**src/rtl/fifo_arb_pkg.sv**
```systemverilog
// rtl/fifo_arb_pkg.sv - shared types and default constants for the FIFO push arbiter
package fifo_arb_pkg;
    localparam int DEF_NUM_REQ = 4;
    localparam int DEF_DATA_W  = 8;
    localparam int DEF_TIMEOUT = 16;

    typedef enum logic {
        IDLE = 1'b0,
        LOCK = 1'b1
    } arb_state_e;
endpackage

```
**src/rtl/fifo_push_arbiter_if.sv**
```systemverilog
// rtl/fifo_push_arbiter_if.sv - requester handshakes, FIFO write port and arbiter status
interface fifo_push_arbiter_if #(
    parameter int NUM_REQ = fifo_arb_pkg::DEF_NUM_REQ,
    parameter int DATA_W  = fifo_arb_pkg::DEF_DATA_W
);
    import fifo_arb_pkg::*;
    localparam int IDX_W = $clog2(NUM_REQ);

    logic [NUM_REQ-1:0]        req_valid;
    logic [NUM_REQ*DATA_W-1:0] req_data;
    logic [NUM_REQ-1:0]        req_last;
    logic [NUM_REQ-1:0]        req_ready;
    logic                      fifo_push;
    logic [DATA_W-1:0]         fifo_push_data;
    logic                      fifo_full;
    logic [IDX_W-1:0]          grant_id;
    logic                      busy;
    logic                      err_timeout;

    // master: the arbiter; slave: requesters, FIFO and status observers
    modport master (
        input  req_valid, req_data, req_last, fifo_full,
        output req_ready, fifo_push, fifo_push_data, grant_id, busy, err_timeout
    );
    modport slave (
        output req_valid, req_data, req_last, fifo_full,
        input  req_ready, fifo_push, fifo_push_data, grant_id, busy, err_timeout
    );
endinterface

```
**src/rtl/fifo_push_arbiter_rr_pick.sv**
```systemverilog
// rtl/fifo_push_arbiter_rr_pick.sv - combinational round-robin search starting after rr_last
module rr_pick
    import fifo_arb_pkg::*;
#(
    parameter  int NUM_REQ = DEF_NUM_REQ,
    localparam int IDX_W   = $clog2(NUM_REQ)
) (
    input  logic [NUM_REQ-1:0] req,
    input  logic [IDX_W-1:0]   rr_last,
    output logic [IDX_W-1:0]   pick,
    output logic               any_req
);
    function automatic logic [IDX_W-1:0] wrap(input int v);
        return (v >= NUM_REQ) ? IDX_W'(v - NUM_REQ) : IDX_W'(v);
    endfunction

    // Scan farthest-first so the nearest requester after rr_last wins last.
    always_comb begin
        pick = rr_last;
        for (int k = NUM_REQ; k >= 1; k--) begin
            if (req[wrap(int'(rr_last) + k)]) begin
                pick = wrap(int'(rr_last) + k);
            end
        end
    end

    assign any_req = |req;
endmodule

```
**src/rtl/fifo_push_arbiter.sv**
```systemverilog
// rtl/fifo_push_arbiter.sv - packet-locked round-robin arbiter sharing one FIFO write port
module fifo_push_arbiter
    import fifo_arb_pkg::*;
#(
    parameter int NUM_REQ = DEF_NUM_REQ,
    parameter int DATA_W  = DEF_DATA_W,
    parameter int TIMEOUT = DEF_TIMEOUT
) (
    input  logic                clk,
    input  logic                rst,
    fifo_push_arbiter_if.master bus
);
    localparam int IDX_W = $clog2(NUM_REQ);
    localparam int CNT_W = $clog2(TIMEOUT);
    localparam logic [CNT_W-1:0] STALL_MAX = CNT_W'(TIMEOUT - 1);

    arb_state_e       state, state_nxt;
    logic [IDX_W-1:0] grant_id, rr_last, pick;
    logic [CNT_W-1:0] stall_cnt;
    logic             any_req, busy, err_timeout;
    logic             g_valid, g_last, xfer, timeout_hit;

    rr_pick #(.NUM_REQ(NUM_REQ)) u_rr_pick (
        .req     (bus.req_valid),
        .rr_last (rr_last),
        .pick    (pick),
        .any_req (any_req)
    );

    assign g_valid     = bus.req_valid[grant_id];
    assign g_last      = bus.req_last[grant_id];
    assign xfer        = (state == LOCK) && g_valid && !bus.fifo_full;
    assign timeout_hit = (state == LOCK) && !g_valid && (stall_cnt == STALL_MAX);

    always_ff @(posedge clk or posedge rst) begin
        if (rst) state <= IDLE;
        else     state <= state_nxt;
    end

    always_comb begin
        state_nxt = state;
        case (state)
            IDLE:    if (any_req) state_nxt = LOCK;
            LOCK:    if ((xfer && g_last) || timeout_hit) state_nxt = IDLE;
            default: state_nxt = IDLE;
        endcase
    end

    always_comb begin
        bus.req_ready = '0;
        bus.fifo_push = 1'b0;
        if (state == LOCK) begin
            bus.req_ready[grant_id] = !bus.fifo_full;
            bus.fifo_push           = g_valid && !bus.fifo_full;
        end
    end

    assign bus.fifo_push_data = bus.req_data[grant_id*DATA_W +: DATA_W];

    // Back-pressure with valid held breaks a stall run; only a missing beat counts.
    always_ff @(posedge clk or posedge rst) begin
        if (rst) begin
            grant_id    <= '0;
            rr_last     <= IDX_W'(NUM_REQ - 1);
            stall_cnt   <= '0;
            busy        <= 1'b0;
            err_timeout <= 1'b0;
        end else begin
            err_timeout <= 1'b0;
            case (state)
                IDLE: begin
                    if (any_req) begin
                        grant_id  <= pick;
                        busy      <= 1'b1;
                        stall_cnt <= '0;
                    end
                end
                LOCK: begin
                    if ((xfer && g_last) || timeout_hit) begin
                        rr_last     <= grant_id;
                        busy        <= 1'b0;
                        stall_cnt   <= '0;
                        err_timeout <= timeout_hit;
                    end else if (!g_valid) begin
                        stall_cnt <= stall_cnt + CNT_W'(1);
                    end else begin
                        stall_cnt <= '0;
                    end
                end
                default: ;
            endcase
        end
    end

    assign bus.grant_id    = grant_id;
    assign bus.busy        = busy;
    assign bus.err_timeout = err_timeout;
endmodule

```
**src/flat_wrapper.sv**
```systemverilog
// flat-port wrapper written by rule: the top's interface ports become plain ports
module fifo_push_arbiter_flat import fifo_arb_pkg::*;
#(
    parameter int NUM_REQ = DEF_NUM_REQ,
    parameter int DATA_W  = DEF_DATA_W,
    parameter int TIMEOUT = DEF_TIMEOUT
)
  (clk, rst, bus_req_valid, bus_req_data, bus_req_last, bus_fifo_full, bus_req_ready, bus_fifo_push, bus_fifo_push_data, bus_grant_id, bus_busy, bus_err_timeout);
  fifo_push_arbiter_if #(.NUM_REQ(NUM_REQ), .DATA_W(DATA_W)) bus_i ();
  input  logic clk;
  input  logic rst;
  input wire logic [$bits(bus_i.req_valid)-1:0] bus_req_valid;
  input wire logic [$bits(bus_i.req_data)-1:0] bus_req_data;
  input wire logic [$bits(bus_i.req_last)-1:0] bus_req_last;
  input wire logic [$bits(bus_i.fifo_full)-1:0] bus_fifo_full;
  output wire logic [$bits(bus_i.req_ready)-1:0] bus_req_ready;
  output wire logic [$bits(bus_i.fifo_push)-1:0] bus_fifo_push;
  output wire logic [$bits(bus_i.fifo_push_data)-1:0] bus_fifo_push_data;
  output wire logic [$bits(bus_i.grant_id)-1:0] bus_grant_id;
  output wire logic [$bits(bus_i.busy)-1:0] bus_busy;
  output wire logic [$bits(bus_i.err_timeout)-1:0] bus_err_timeout;
  assign bus_i.req_valid = bus_req_valid;
  assign bus_i.req_data = bus_req_data;
  assign bus_i.req_last = bus_req_last;
  assign bus_i.fifo_full = bus_fifo_full;
  assign bus_req_ready = bus_i.req_ready;
  assign bus_fifo_push = bus_i.fifo_push;
  assign bus_fifo_push_data = bus_i.fifo_push_data;
  assign bus_grant_id = bus_i.grant_id;
  assign bus_busy = bus_i.busy;
  assign bus_err_timeout = bus_i.err_timeout;
  fifo_push_arbiter #(.NUM_REQ(NUM_REQ), .DATA_W(DATA_W), .TIMEOUT(TIMEOUT)) u_core (.clk(clk), .rst(rst), .bus(bus_i));
endmodule
```
**config.mk**
```make
export PLATFORM = sky130hd
export DESIGN_NAME = fifo_push_arbiter_flat
export DESIGN_NICKNAME = d
export VERILOG_FILES = /design/src/rtl/fifo_arb_pkg.sv /design/src/rtl/fifo_push_arbiter_if.sv /design/src/rtl/fifo_push_arbiter_rr_pick.sv /design/src/rtl/fifo_push_arbiter.sv /design/src/flat_wrapper.sv
export SDC_FILE = /design/constraint.sdc
export NUM_CORES = 1
export LEC_CHECK = 0
export BUFFER_PORTS_ARGS = -buffer_cell sky130_fd_sc_hd__buf_2
export CAP_MARGIN = 20
export CELL_PAD_IN_SITES_DETAIL_PLACEMENT = 0
export CELL_PAD_IN_SITES_GLOBAL_PLACEMENT = 1
export CORE_ASPECT_RATIO = 2
export CORE_MARGIN = 1
export CORE_UTILIZATION = 25
export CTS_CLUSTER_SIZE = 10
export DETAILED_ROUTE_END_ITERATION = 10
export PLACE_DENSITY = 0.79
export SLEW_MARGIN = 20
export SYNTH_ARGS = -nofsm -noshare
export SYNTH_HDL_FRONTEND = slang
export SYNTH_SLANG_ARGS = --single-unit
```
**constraint.sdc**
```tcl
create_clock -name clk -period 2.8 [get_ports clk]
set_input_delay 0.56 -clock clk [delete_from_list [all_inputs] [get_ports clk]]
set_output_delay 0.56 -clock clk [all_outputs]
set_load 0.01 [all_outputs]
```
==> results of run 1 <==
-- per-layer routing --
layer | routed length, um | global-route usage [%] | vias to the layer above
li1 | - | - | 404
met1 | 912 | 15.6 | 418
met2 | 1350 | 23.9 | 21
met3 | 81 | 1.72 | 5
met4 | 39 | 6.34 | 0
met5 | 0 | 0 | -
-- cells by family (layout without fill, tap and decap cells) --
kind of cell / after synthesis / in the layout / share of synthesized area (%)
and+or+nand+nor: 28 / 28 / 18.1
xor gates and xnor gates: 1 / 1 / 1.03
adders and majority gates: 1 / 1 / 1.47
AOI/OAI and AO/OA: 13 / 13 / 9.55
muxes: 14 / 14 / 33.3
buffers and inverters: 7 / 66 / 3.96
DFF: 11 / 11 / 32.6
-- where the power goes --
group | internal (mW) | switching (mW) | total, mW | leakage, nW
Combinational | 0.328 | 0.228 | 0.556 | 0.452
Clock | 0.100 | 0.0603 | 0.160 | 0.0228
Sequential | 0.227 | 0.126 | 0.353 | 0.132
Total | 0.655 | 0.414 | 1.07 | 0.607
-- final timing paths --
path / start / endpoint / slack [ps]
min in group clk: u_core.bus.busy$_DFFE_PP0P_ / u_core.bus.busy$_DFFE_PP0P_ / 500
hold reg to reg: u_core.bus.busy$_DFFE_PP0P_ / u_core.bus.busy$_DFFE_PP0P_ / 500
hold / removal: rst / u_core.state$_DFF_PP0_ / 300
max in group asynchronous: rst / u_core.rr_last[1]$_DFFE_PP1P_ / 2180
setup / recovery: u_core.bus.grant_id[0]$_DFFE_PP0P_ / bus_fifo_push / 410
setup reg to reg: u_core.bus.grant_id[0]$_DFFE_PP0P_ / u_core.rr_last[1]$_DFFE_PP1P_ / 640
-- flip-flops by register name, indices dropped and copies added (netlist names) --
| name | count |
|---|---|
| u_core.stall_cnt | 4 |
| u_core.bus.grant_id | 2 |
| u_core.rr_last | 2 |
| u_core.bus.busy | 1 |
| u_core.bus.err_timeout | 1 |
| u_core.state | 1 |
-- worst max-delay path: cells and delay by family (launching register included) --
kind / cells / cell delay (ps)
multiplexers: 1 / 620
buffers and inverters: 1 / 130
AND/OR/NAND/NOR: 1 / 160
flip-flops: 1 / 670
-- layout make-up --
class / instances / area, um^2
tap: 31 / 38.8
sequential: 11 / 278
multi-input combinational: 57 / 541
fill: 338 / 1980
timing repair buffer: 60 / 303
inverter: 2 / 7.51
clock buffer: 4 / 45.0
-- cell usage in the layout (no fill, tap or decap), types with 2 or more instances in the layout --
cell type  synthesis  layout
a21oi_1            4       4
and3b_1            2       2
buf_2              0      59
clkbuf_8           0       3
dfrtp_1            9       9
dfstp_2            2       2
inv_1              2       2
mux2_2             3       3
mux4_1             4       4
mux4_2             6       6
nand2_1            6       6
nand2b_1           2       2
nand3_1            2       2
nor2_1             5       5
nor2b_1            4       4
nor3b_1            2       2
o21ai_0            4       4
-- through the flow --
step	setup WS [ps]	util, %	area, um^2	hold WS, ps	cells
2_1_floorplan	770	-	852	411	75
3_3_place_gp	697	36.6	1170	485	161
3_5_place_dp	615	36.6	1170	495	161
4_1_cts	383	38.0	1210	312	165
5_1_grt	294	38.0	1210	333	165
6_report	413	38.0	1210	295	165
==> qor.csv, run 1 <==
metric,value,unit
post-synth-top-count-cell,dfrtp_1,
vias,848,
syn_nets,119,
yosys-top-cells-area,"dfrtp_1 26%, mux4_2 16%, mux4_1 12%, dfstp_2 6.2%, mux2_2 4.0%",
syn_inst,75,
clk-insertion-delay-late,240,ps
critPathMaxStageDelay,670,ps
ys_seq_elements,11,
seq_area_frac_synth,32.6,%
leakagePower,0.607,nW
status,"finished, final reports clean",
core_area,3190,um^2
synth_edf_count,0,
slowest_stage,dfrtp_1,
finalMaxSlewViolations,0,
cts.sinks,11,
reg2reg_depth,4,
dr.pass1.iters,4,
cts_tree,built,
start_util,26.7,%
gr-total-overflow,0,
grt_pass1_wl,3.89,mm
critPathKind,register to output port,
synthTopCellsByCount,"9 x dfrtp_1, 6 x mux4_2, 6 x nand2_1, 5 x nor2_1",
cts_setup_buffers,0,
wirelength,2.38,mm
worstPathMaxFanout,14,
antenna_found_initial,0,
setup_viol,0,
drc,0,
grt_max_degree,18,
grtUsageTotal,13.6,%
clk_pin_slew,50,ps
rows,29,
cts_resized,0,
cts_max_level,1,
cap_viol_max_count,0,
drt_iter0_drc,10,
antenna_cells,0,
timing.fmax,419,MHz
fin_nets,179,
fin_tns_setup,0,ps
rsz0062_at_grt,no,
synth_largest_area_cell,dfrtp_1,
crit_chain,"mux4_2, and2_1, buf_2",
cp-start-kind,register,
period_share,85.3,%
final_antenna_net_count,0,
clock_path_buffers,2,
synth_top_area_share,26.4,%
viasPerCell,5.14,
numCtsBuffers,3,
area_growth_syn_to_layout,42.3,%
power_density,882,nW/um^2
avgSynthCellArea,11.4,um^2
hold_viol,0,
post-route-min-period,2390,ps
io_buffers,59,
cp_data_arrival_time,1830,ps
cts_root_buf,clkbuf_8,
relSlewSlack,59.2,%
power,1.07,mW
cp.required,2240,ps
synthArstFlopShare,100,%
ys_warn_count,0,
die_x,43.3,um
crit_path_end_kind,output port,
die-area,3660,um^2
dp_hpwl,1.93,mm
tightest_slew,611,ps
syn-cell-area,852,um^2
synthFlopType,dfrtp_1,
io_pins,60,
skew,5.70,ps
gp_congestion,0.781,
hold_buffers,0,
worstHoldPathType,input port to async pin,
ir_worst_vdd,346,uV
drive_above_1_share,56.0,%
grt_pass1_vias,872,
routedWlPerCell,14.4,um
ys_types,30,
die_h,84.6,um
(Power assumes the default switching activity.)
==> run 2, diff against run 1 <==
--- a/config.mk
+++ b/config.mk
@@ -5,6 +5,7 @@
 export SDC_FILE = /design/constraint.sdc
 export NUM_CORES = 1
 export LEC_CHECK = 0
+export ABC_AREA = 1
 export BUFFER_PORTS_ARGS = -buffer_cell sky130_fd_sc_hd__buf_2
 export CAP_MARGIN = 20
 export CELL_PAD_IN_SITES_DETAIL_PLACEMENT = 0
@@ -14,7 +15,8 @@
 export CORE_UTILIZATION = 25
 export CTS_CLUSTER_SIZE = 10
 export DETAILED_ROUTE_END_ITERATION = 10
-export PLACE_DENSITY = 0.79
+export PLACE_DENSITY = 0.78
+export REMOVE_ABC_BUFFERS = 1
 export SLEW_MARGIN = 20
 export SYNTH_ARGS = -nofsm -noshare
 export SYNTH_HDL_FRONTEND = slang
==> qor.csv, run 2 <==
metric,value,unit
die_h,94.8,um
finalMaxSlewViolations,0,
cts_root_buf,clkbuf_8,
cts_max_level,1,
synth_largest_area_cell,dfrtp_1,
clock_path_buffers,2,
ys_seq_elements,11,
wirelength,3.01,mm
numCtsBuffers,3,
fin_nets,259,
stdcell_area,1460,um^2
worstPathMaxFanout,9,
drive_above_1_share,39.7,%
start_util,26.1,%
final_util,35.2,%
antenna_found_initial,0,
synthTopCellsByCount,"59 x nand2_1, 17 x nand3_1, 13 x inv_1, 12 x a22oi_1",
seq_area_frac_synth,25.8,%
power_frac_comb,63.7,%
relSlewSlack,66.5,%
r2r_end,u_core.bus.busy$_DFFE_PP0P_,
vias,1212,
yosys-top-cells-area,"dfrtp_1 21%, nand2_1 21%, a22oi_1 8.4%, nand3_1 7.9%, nand2_4 6.3%",
drt_iter0_drc,18,
r2r_slack,1230,ps
synth_edf_count,0,
cp.required,2240,ps
grt_pass1_vias,1142,
post-route-min-period,2130,ps
gr-total-overflow,0,
sw_frac_of_total,51.1,%
reg2reg_depth,7,
grt_pass1_wl,5.20,mm
clk-insertion-delay-late,230,ps
final_antenna_net_count,0,
synth_top_area_share,20.9,%
io_pins,60,
cts_tree,built,
hold_viol,0,
setup_viol,0,
cap_viol_max_count,0,
layout_common_cells,"59 x nand2_1, 59 x buf_2, 17 x nand3_1, 13 x inv_1, 12 x a22oi_1",
tightest_slew,502,ps
antenna_cells,0,
crit_path_end_kind,output port,
power_density,944,nW/um^2
rows,33,
avgSynthCellArea,7.00,um^2
fillCellCount,481,
internal_power,0.672,mW
routedWlPerCell,11.3,um
grtUsageTotal,14.6,%
die-area,4590,um^2
synthFlopType,dfrtp_1,
reg.largest.list,"u_core.stall_cnt x4, u_core.bus.grant_id x2, u_core.rr_last x2",
dpl_cell_area,1410,um^2
hold_buffers,0,
cts.sinks,11,
regToRegStartpoint,u_core.bus.grant_id[0]$_DFFE_PP0P_,
fin_tns_setup,0,ps
dr.pass1.iters,4,
synthArstFlopShare,100,%
gp_congestion,0.707,
leakagePower,0.855,nW
syn-cell-area,1080,um^2
post-synth-top-count-cell,nand2_1,
die_x,48.4,um
ys_types,26,
critPathKind,register to output port,
ir_worst_vdd,337,uV
period_share,76.0,%
cp-start-kind,register,
grt_max_degree,12,
status,"finished, final reports clean",
area_growth_syn_to_layout,35.1,%
worstHoldPathType,input port to async pin,
core_area,4130,um^2
power,1.37,mW
skew,1.28,ps
drc,0,
ys_warn_count,0,
rsz0062_at_grt,no,
clk_pin_slew,50,ps
io_buffers,59,
seq_power_share,24.9,%
syn_inst,154,
timing.fmax,470,MHz
power.switching,0.702,mW
clkPwrFrac,11.4,%
largest-register,u_core.stall_cnt,
cts_resized,0,
viasPerCell,4.56,
cts_setup_buffers,0,
largest_reg_flops,4,
cp_data_arrival_time,1570,ps
dp_hpwl,2.48,mm
-- run 2: cell count changes after synthesis, sizes merged, moves of 3 or more --
cell,previous run,this run
mux4,10,0
nand3,2,18
mux2,3,0
nand2,6,67
a21oi,4,1
nor2b,4,0
nor2,5,12
inv,2,19
a22oi,0,12
clkbuf,4,0
-- run 2: how the worst max path moves through the flow --
stage | from | cells after the start | endpoint
CTS | u_core.bus.grant_id[0]$_DFFE_PP0P_ | 7 | bus_fifo_push
finish | u_core.bus.grant_id[1]$_DFFE_PP0P_ | 6 | bus_fifo_push_data[5]
detailed placement | u_core.bus.grant_id[0]$_DFFE_PP0P_ | 7 | bus_fifo_push
floorplan | u_core.bus.grant_id[0]$_DFFE_PP0P_ | 6 | bus_fifo_push
global route | u_core.bus.grant_id[1]$_DFFE_PP0P_ | 6 | bus_fifo_push_data[2]
global placement | u_core.bus.grant_id[1]$_DFFE_PP0P_ | 6 | bus_fifo_push_data[1]
-- run 2: cell type report --
| cell class | count | area [um^2] | share of cell area (%) |
|---|---|---|---|
| Multi-Input combinational cell | 121 | 696 | 47.8 |
| Timing Repair Buffer | 59 | 295 | 20.3 |
| Inverter | 19 | 76.3 | 5.25 |
| Sequential cell | 11 | 278 | 19.1 |
| Clock buffer | 4 | 45.0 | 3.10 |
| Tap cell | 52 | 65.1 | 4.47 |
-- run 2: power by group through the flow --
stage	Sequential [mW]	Combinational (mW)	Clock (mW)
6_report	0.342	0.875	0.157
3_3_place_gp	0.341	0.885	0
5_1_grt	0.353	0.988	0.170
3_5_place_dp	0.344	0.887	0
2_1_floorplan	0.330	0.634	0
4_1_cts	0.342	0.891	0.161
-- run 2: cells by family (layout without fill, tap and decap cells) --
group	Yosys count	after routing	share of synthesized area (%)
simple gates	101	101	49.0
compound gates	17	17	12.8
xor+xnor	2	2	1.63
buf+inv	22	82	9.64
fa+ha+maj	1	1	1.16
flops	11	11	25.8
-- run 2: stage by stage --
| step | worst slack [ps] | std cells | hold slack, ps |
|---|---|---|---|
| 2_1_floorplan | 1090 | 151 | 411 |
| 6_report | 673 | 266 | 314 |
| 3_3_place_gp | 931 | 262 | 478 |
| 5_1_grt | 538 | 266 | 357 |
| 3_5_place_dp | 922 | 262 | 493 |
| 4_1_cts | 662 | 266 | 328 |
-- run 2: metal layers --
layer / track usage (%) / routed length (um) / vias to the layer above
met1: 14.3 / 1070 / 527
met2: 27.6 / 1610 / 59
met4: 7.84 / 86 / 0
met3: 3.70 / 245 / 8
li1: - / - / 618
met5: 0 / 0 / -
-- run 2: critical path: stages, from the launching register on --
cell and delay [ps]:
dfrtp_1 630, inv_2 90, nand2_4 100, inv_2 100
a22oi_1 200, nand2_1 80, buf_2 140
